[src/rtl/ct_load_sched.sv]
// Load scheduler for the counter's parameter-load port: buffers values in a FIFO
// and issues them as single-cycle ld pulses separated by at least MIN_GAP idle cycles.
module ct_load_sched #(
   parameter int DATA_WIDTH = 8,
   parameter int DEPTH      = 4,
   parameter int MIN_GAP    = 2
) (
   input  logic                    clk,
   input  logic                    rst,
   input  logic                    in_valid,
   output logic                    in_ready,
   input  logic [DATA_WIDTH-1:0]   in_data,
   input  logic                    flush,
   output logic                    ld,
   output logic [DATA_WIDTH-1:0]   data,
   output logic [$clog2(DEPTH):0]  level,
   output logic                    busy,
   output logic [1:0]              fsm_state
);

   localparam int AW = $clog2(DEPTH);
   localparam int LW = AW + 1;
   localparam int GW = (MIN_GAP > 1) ? $clog2(MIN_GAP) : 1;

   typedef enum logic [1:0] {
      IDLE  = 2'd0,
      ISSUE = 2'd1,
      GAP   = 2'd2
   } state_t;

   state_t                  state, state_next;
   logic [DATA_WIDTH-1:0]   mem [DEPTH];
   logic [AW-1:0]           wr_ptr, rd_ptr;
   logic [GW-1:0]           gap_cnt, gap_cnt_next;
   logic                    push, pop;
   logic [LW-1:0]           level_next;

   // valid/ready: a value transfers on a posedge where in_valid && in_ready;
   // in_ready is a register, so a pop in the full cycle cannot admit a push.
   assign push       = in_valid && in_ready && !flush;
   assign pop        = (state == ISSUE);
   assign level_next = flush ? '0 : (level + LW'(push) - LW'(pop));
   assign fsm_state  = state;

   always_comb begin
      state_next   = state;
      gap_cnt_next = gap_cnt;
      case (state)
         IDLE: begin
            if ((level != '0) && !flush) state_next = ISSUE;
         end
         ISSUE: begin
            gap_cnt_next = '0;
            if (MIN_GAP > 0)            state_next = GAP;
            else if (level_next != '0)  state_next = ISSUE;
            else                        state_next = IDLE;
         end
         GAP: begin
            if (gap_cnt == GW'(MIN_GAP - 1))
               state_next = (level_next != '0) ? ISSUE : IDLE;
            else
               gap_cnt_next = gap_cnt + 1'b1;
         end
         default: state_next = IDLE;
      endcase
   end

   always_ff @(posedge clk) begin
      if (rst) begin
         state    <= IDLE;
         gap_cnt  <= '0;
         wr_ptr   <= '0;
         rd_ptr   <= '0;
         level    <= '0;
         in_ready <= 1'b0;
         ld       <= 1'b0;
         data     <= '0;
         busy     <= 1'b0;
      end else begin
         state    <= state_next;
         gap_cnt  <= gap_cnt_next;
         level    <= level_next;
         in_ready <= (level_next != LW'(DEPTH));
         busy     <= (level_next != '0) || (state_next != IDLE);
         ld       <= pop;
         if (pop) data <= mem[rd_ptr];
         if (flush) begin
            wr_ptr <= '0;
            rd_ptr <= '0;
         end else begin
            if (push) wr_ptr <= wr_ptr + 1'b1;
            if (pop)  rd_ptr <= rd_ptr + 1'b1;
         end
      end
   end

   always_ff @(posedge clk) begin
      if (push) mem[wr_ptr] <= in_data;
   end

endmodule

[config.mk]
export PLATFORM = sky130hd
export DESIGN_NAME = ct_load_sched
export DESIGN_NICKNAME = d
export VERILOG_FILES = /design/src/rtl/ct_load_sched.sv
export SDC_FILE = /design/constraint.sdc
export NUM_CORES = 1
export LEC_CHECK = 0
export CAP_MARGIN = 20
export CELL_PAD_IN_SITES_DETAIL_PLACEMENT = 0
export CELL_PAD_IN_SITES_GLOBAL_PLACEMENT = 1
export CORE_MARGIN = 2
export CORE_UTILIZATION = 40
export DETAILED_ROUTE_END_ITERATION = 6
export PLACE_DENSITY = 0.73
export RECOVER_POWER = 100
export SYNTH_ARGS = -nofsm -noshare
export SYNTH_HDL_FRONTEND = slang
export SYNTH_SLANG_ARGS = --single-unit
[constraint.sdc]
create_clock -name clk -period 5.7 [get_ports clk]
set_input_delay 1.14 -clock clk [delete_from_list [all_inputs] [get_ports clk]]
set_output_delay 1.14 -clock clk [all_outputs]
set_load 0.01 [all_outputs]
==> impl_metrics.ini, run 1 <==
[outcome]
status = completed

[sta]
final_max_slew_viol_count = 0
setup_viol = 0
rsz0062_at_grt = no
skew_ns = 0.00767
worstMarginPinSlew_ns = 0.735
period_needed_ns = 3.51
slew_headroom = 0.510
fin_crit_sh = 0.615
final_hold_viol_count = 0
whs_ns = 0.492
fin_setup_tns_ns = 0
max_freq_mhz = 285

[worst_hold_path]
min_path_cells = 2
min_path_type = reg -> reg

[run]
cap_violations = 0

[pwr]
power.internal_uw = 528
swShare = 0.213
ir_drop_mv = 0.179
power_leakage_uw = 0.000922
p_switching_uw = 142
p_per_area_nw_per_um2 = 262
p_total_uw = 670
p_clk_frac = 0.298
power_frac_seq = 0.624
combPwrFrac = 0.077

[drt]
wl_per_cell_um = 14.7
num_vias = 1130
drt_iter0_drc = 23
first_pass_iters = 4
drtAntennaViolNets = 0
drc = 0
wl_um = 3570
via_per_inst = 4.65

[synth]
synth_warnings = 0
ys_seq_area_frac = 0.643
synth_cells = 143
synth.distinct_cells = 26
synth_seq_cells = 53
synth_edf_count = 32
synth-async-reset-ratio = 0
netlist_area_um2 = 2150
syn_area_per_cell_um2 = 15.0
synthFlopType = edfxtp_1
syn_nets = 166

[final_layout]
final_cells = 243
layout_common_cells = 32 x edfxtp_1, 26 x dlygate4sd3_1, 21 x dfxtp_1
num_antenna_cells = 0
syn2layout_area_growth_pct = 19.0
final_util = 0.498
fin_nets = 195
layout_commonest_cell = edfxtp_1
drive_above_1_share = 0.0520

[cts]
cts_hold_buf = 0
root_buffer = clkbuf_8
clk_pin_slew_worst_paths_ns = 0.09
cts_made_buffers = 5
cts.sinks = 53
insertion_delay_ns = 0.30
htree_levels = 2
cts.repair.resized = 0
post_cts_buffers = 0
cts_tree = built
cts_buffer_depth = 2

[worst_setup_path]
worstPathArrival_ns = 3.70
start_kind = input pin
cp_slowest_cell = dlygate4sd3_1
path_class = in -> reg
path_common_cell = xor2_1
worstPathRequired_ns = 5.89
crit_path_end_kind = flop
reg2regPathDepth = 10
crit_chain = dlygate4sd3_1, nand2_1, nor2_1, xor2_1, ha_1, inv_1, fa_1, xor2_1, xnor2_1, a21oi_1, or3_1
slowest_delay_ns = 0.55
cp_max_fo = 6

[placed_design]
port_buffers = 27
place_hpwl_um = 2490
place_congestion = 0.752
dp_cells = 235

[grt]
overflow = 0
track_usage = 0.132
grt_pass1_vias = 1140
grt_max_degree = 15
grt_pass1_wl_um = 5830
antenna_found_initial = 0

[floorplanning]
die_x_um = 77.3
core_um2 = 5140
die_y_um = 77.3
io_pins = 28
die_area_um2 = 5980
fp-row-count = 26
initial_core_util = 0.418
[flip-flops by register name, summed over array words and instances, names as in the netlist]
name       flops
mem           32
data           8
level          3
fsm_state      2
rd_ptr         2
wr_ptr         2
busy           1
gap_cnt        1
in_ready       1
ld             1
[layout make-up]
| class | instances | area (µm²) |
|---|---|---|
| Clock buffer | 8 | 80.1 |
| Multi-Input combinational cell | 78 | 712 |
| Inverter | 7 | 26.3 |
| Sequential cell | 53 | 1380 |
| Timing Repair Buffer | 27 | 270 |
| Fill cell | 499 | 2580 |
| Tap cell | 70 | 87.6 |
[worst paths after layout]
path,startpoint,endpoint,slack (ns)
setup / recovery,in_valid,busy,2.19
hold / removal,in_ready,wr_ptr[1],0.49
setup reg to reg,fsm_state[1],busy,2.80
hold reg to reg,in_ready,wr_ptr[1],0.49
[power groups by stage]
stage / combinational (µW) / clock [µW] / sequential, µW
final: 51.9 / 200 / 418
after global routing: 57.6 / 222 / 420
after CTS: 56.5 / 206 / 419
after detailed placement: 56.4 / 0 / 428
after global placement: 55.1 / 0 / 427
after floorplan: 27.7 / 0 / 429
[critical path, delay by kind of cell]
family	cells	cell delay [ns]
fa+ha+maj	2	0.53
compound gates	1	0.13
buf+inv	2	0.59
simple gates	3	0.75
xor+xnor	3	0.56
[kinds of logic (layout without fill, tap and decap cells)]
family          after synthesis  count (layout)  synth area share
simple gates                 38              38            0.0838
xor+xnor                      6               6            0.0245
fa+ha+maj                    11              11            0.0675
flops                        53              53             0.643
mux                          17              17             0.134
buf+inv                      12              42            0.0262
compound gates                6               6            0.0210
[layer usage]
layer  track usage  wire [µm]  vias up
met5             0          0        -
met1         0.162       1610      532
met3        0.0412        129        5
met2         0.218       1770       21
met4        0.0482         57        0
li1              -          -      572
[through the flow]
stage	cell area, µm²	setup slack, ns
5_1_grt	2560	2.03
4_1_cts	2560	2.26
3_3_place_gp	2480	2.02
2_1_floorplan	2150	2.62
3_5_place_dp	2480	1.93
6_report	2560	2.19
[synthesized netlist by cell type (2+ instances only)]
| master | instances | area, µm² |
|---|---|---|
| edfxtp_1 | 32 | 961 |
| dfxtp_1 | 21 | 420 |
| nor2_1 | 18 | 67.6 |
| ha_1 | 10 | 125 |
| mux2i_1 | 9 | 90.1 |
| inv_1 | 7 | 26.3 |
| mux4_1 | 5 | 131 |
| and2_1 | 4 | 25.0 |
| nand2_1 | 4 | 15.0 |
| nor2b_1 | 4 | 25.0 |
| buf_2 | 3 | 15.0 |
| mux4_2 | 3 | 67.6 |
| nand3_1 | 3 | 15.0 |
| xnor2_1 | 3 | 26.3 |
| xor2_1 | 3 | 26.3 |
| a21oi_1 | 2 | 10.0 |
| nor3b_1 | 2 | 15.0 |
| o21a_1 | 2 | 15.0 |
Note: power is estimated with default switching activity, not from simulation.
==> inputs of run 2 (changes only) <==
- clock period: 5.7 -> 3.4 ns (I/O delays scaled with it)
==> run 2 against run 1 <==
Effect of this change:
- via count grew 5.0%
- worst hold slack improved by 0.0052 ns
- sequential power is 68% higher
- cell count grew 1.2%
==> impl_metrics.ini, run 2 (synthesized netlist as in run 1, its figures left out) <==
[run]
cap_violations = 0

[final_layout]
regMostFlops = mem
final_cells = 246
largest_register_ffs = 32
layout_commonest_cell = edfxtp_1
reg.largest.list = mem (32), data (8), level (3)
num_antenna_cells = 0
syn2layout_area_growth_pct = 22.2
multi_input_area_um2 = 712
fill_cells = 466
fin_nets = 198
drive_above_1_share = 0.0739
layout_common_cells = 32 x edfxtp_1, 26 x dlygate4sd3_1, 21 x dfxtp_1
design_area_um2 = 2630
seq_area_um2 = 1380

[placed_design]
port_buffers = 27
place_hpwl_um = 2660
place_ws_ns = 0.224
placed_area_um2 = 2500
dp_cells = 238
place_congestion = 0.851

[worst_setup_path]
path_common_cell = xor2_1
slowest_delay_ns = 0.55
worstPathArrival_ns = 3.12
cp_slowest_cell = dlygate4sd3_1
cp_max_fo = 3
crit_chain = dlygate4sd3_1, nand2_1, nor2_1, xor2_1, ha_1, inv_1, fa_1, xor2_1, xnor2_1, a21oi_1, or3_1
crit_path_end_kind = flop
path_class = in -> reg
worstPathRequired_ns = 3.60
start_kind = input pin

[cts]
cts_tree = built
clk_pin_slew_worst_paths_ns = 0.09
cts_hold_buf = 0
root_buffer = clkbuf_8
post_cts_buffers = 0
insertion_delay_ns = 0.30
cts.sinks = 53
htree_levels = 2
cts_buffer_depth = 2
cts_made_buffers = 5
cts.repair.resized = 0

[floorplanning]
die_x_um = 77.3
fp-row-count = 26
io_pins = 28
initial_core_util = 0.418
die_y_um = 77.3
core_um2 = 5140
die_area_um2 = 5980

[grt]
grt_pass1_wl_um = 6180
grt_pass1_vias = 1247
track_usage = 0.138
grt_max_degree = 17
antenna_found_initial = 0
overflow = 0

[sta]
worstMarginPinSlew_ns = 0.675
fin_crit_sh = 0.860
final_hold_viol_count = 0
setup_ws_ns = 0.475
skew_ns = 0.00483
final_max_slew_viol_count = 0
max_freq_mhz = 342
rsz0062_at_grt = no
fin_setup_tns_ns = 0
setup_viol = 0
period_needed_ns = 2.92
slew_headroom = 0.550

[pwr]
p_per_area_nw_per_um2 = 489
p_total_uw = 1280
power_leakage_uw = 0.000958
ir_drop_mv = 0.436

[drt]
first_pass_iters = 4
drc = 0
wl_per_cell_um = 15.4
drtAntennaViolNets = 0
num_vias = 1186
wl_um = 3790
via_per_inst = 4.82
drt_iter0_drc = 51

[worst_hold_path]
min_path_type = reg -> reg

[outcome]
status = completed
-- run 2: cell count changes in the layout (fill, tap and decap cells not counted), sizes merged --
| cell | previous run | this run |
|---|---|---|
| bufinv | 0 | 2 |
| clkbuf | 8 | 7 |
| buf | 0 | 1 |
| clkinv | 0 | 1 |
-- run 2: per-layer routing --
| metal | routed length (µm) | track usage | up-vias | part of all wire |
|---|---|---|---|---|
| li1 | - | - | 576 | - |
| met1 | 1590 | 0.156 | 585 | 0.42 |
| met2 | 2030 | 0.245 | 21 | 0.54 |
| met3 | 136 | 0.0400 | 4 | 0.036 |
| met4 | 34 | 0.0554 | 0 | 0.0090 |
| met5 | 0 | 0 | - | 0 |
-- run 2: path summary, 6_finish.rpt --
check | startpoint | end | slack (ns) | cells after the start
worst max-delay path | in_valid | busy | 0.48 | 11
worst min-delay path | data[1] | data[1] | 0.50 | 2
worst max register to register | fsm_state[1] | busy | 0.86 | 10
worst min register to register | data[1] | data[1] | 0.50 | 2
-- run 2: critical path: cells and delay by family --
family	cells	cell delay, ns
AOI/OAI and AO/OA	1	0.13
buffers and inverters	2	0.60
xor gates and xnor gates	3	0.56
adders and majority gates	2	0.53
and+or+nand+nor	3	0.61
-- run 2: stage by stage --
| step | utilization | hold slack (ns) |
|---|---|---|
| floorplan | - | 0.469 |
| global placement | 0.486 | 0.475 |
| detailed placement | 0.486 | 0.483 |
| CTS | 0.512 | 0.511 |
| global route | 0.511 | 0.538 |
| finish | 0.511 | 0.497 |
-- run 2: layout make-up --
class	instances	area share
Clock buffer	5	0.0262
Clock inverter	3	0.0248
Inverter	7	0.0100
Multi-Input combinational cell	78	0.271
Sequential cell	53	0.526
Tap cell	70	0.0333
Timing Repair Buffer	30	0.109
-- run 2: power breakdown --
| part | leakage [µW] | internal (µW) | total (µW) | switching, µW |
|---|---|---|---|---|
| clock network | 0.0000681 | 292 | 493 | 201 |
| registers | 0.000459 | 693 | 702 | 8.80 |
| logic | 0.000431 | 45.4 | 89.1 | 43.7 |
| total | 0.000958 | 1030 | 1280 | 253 |
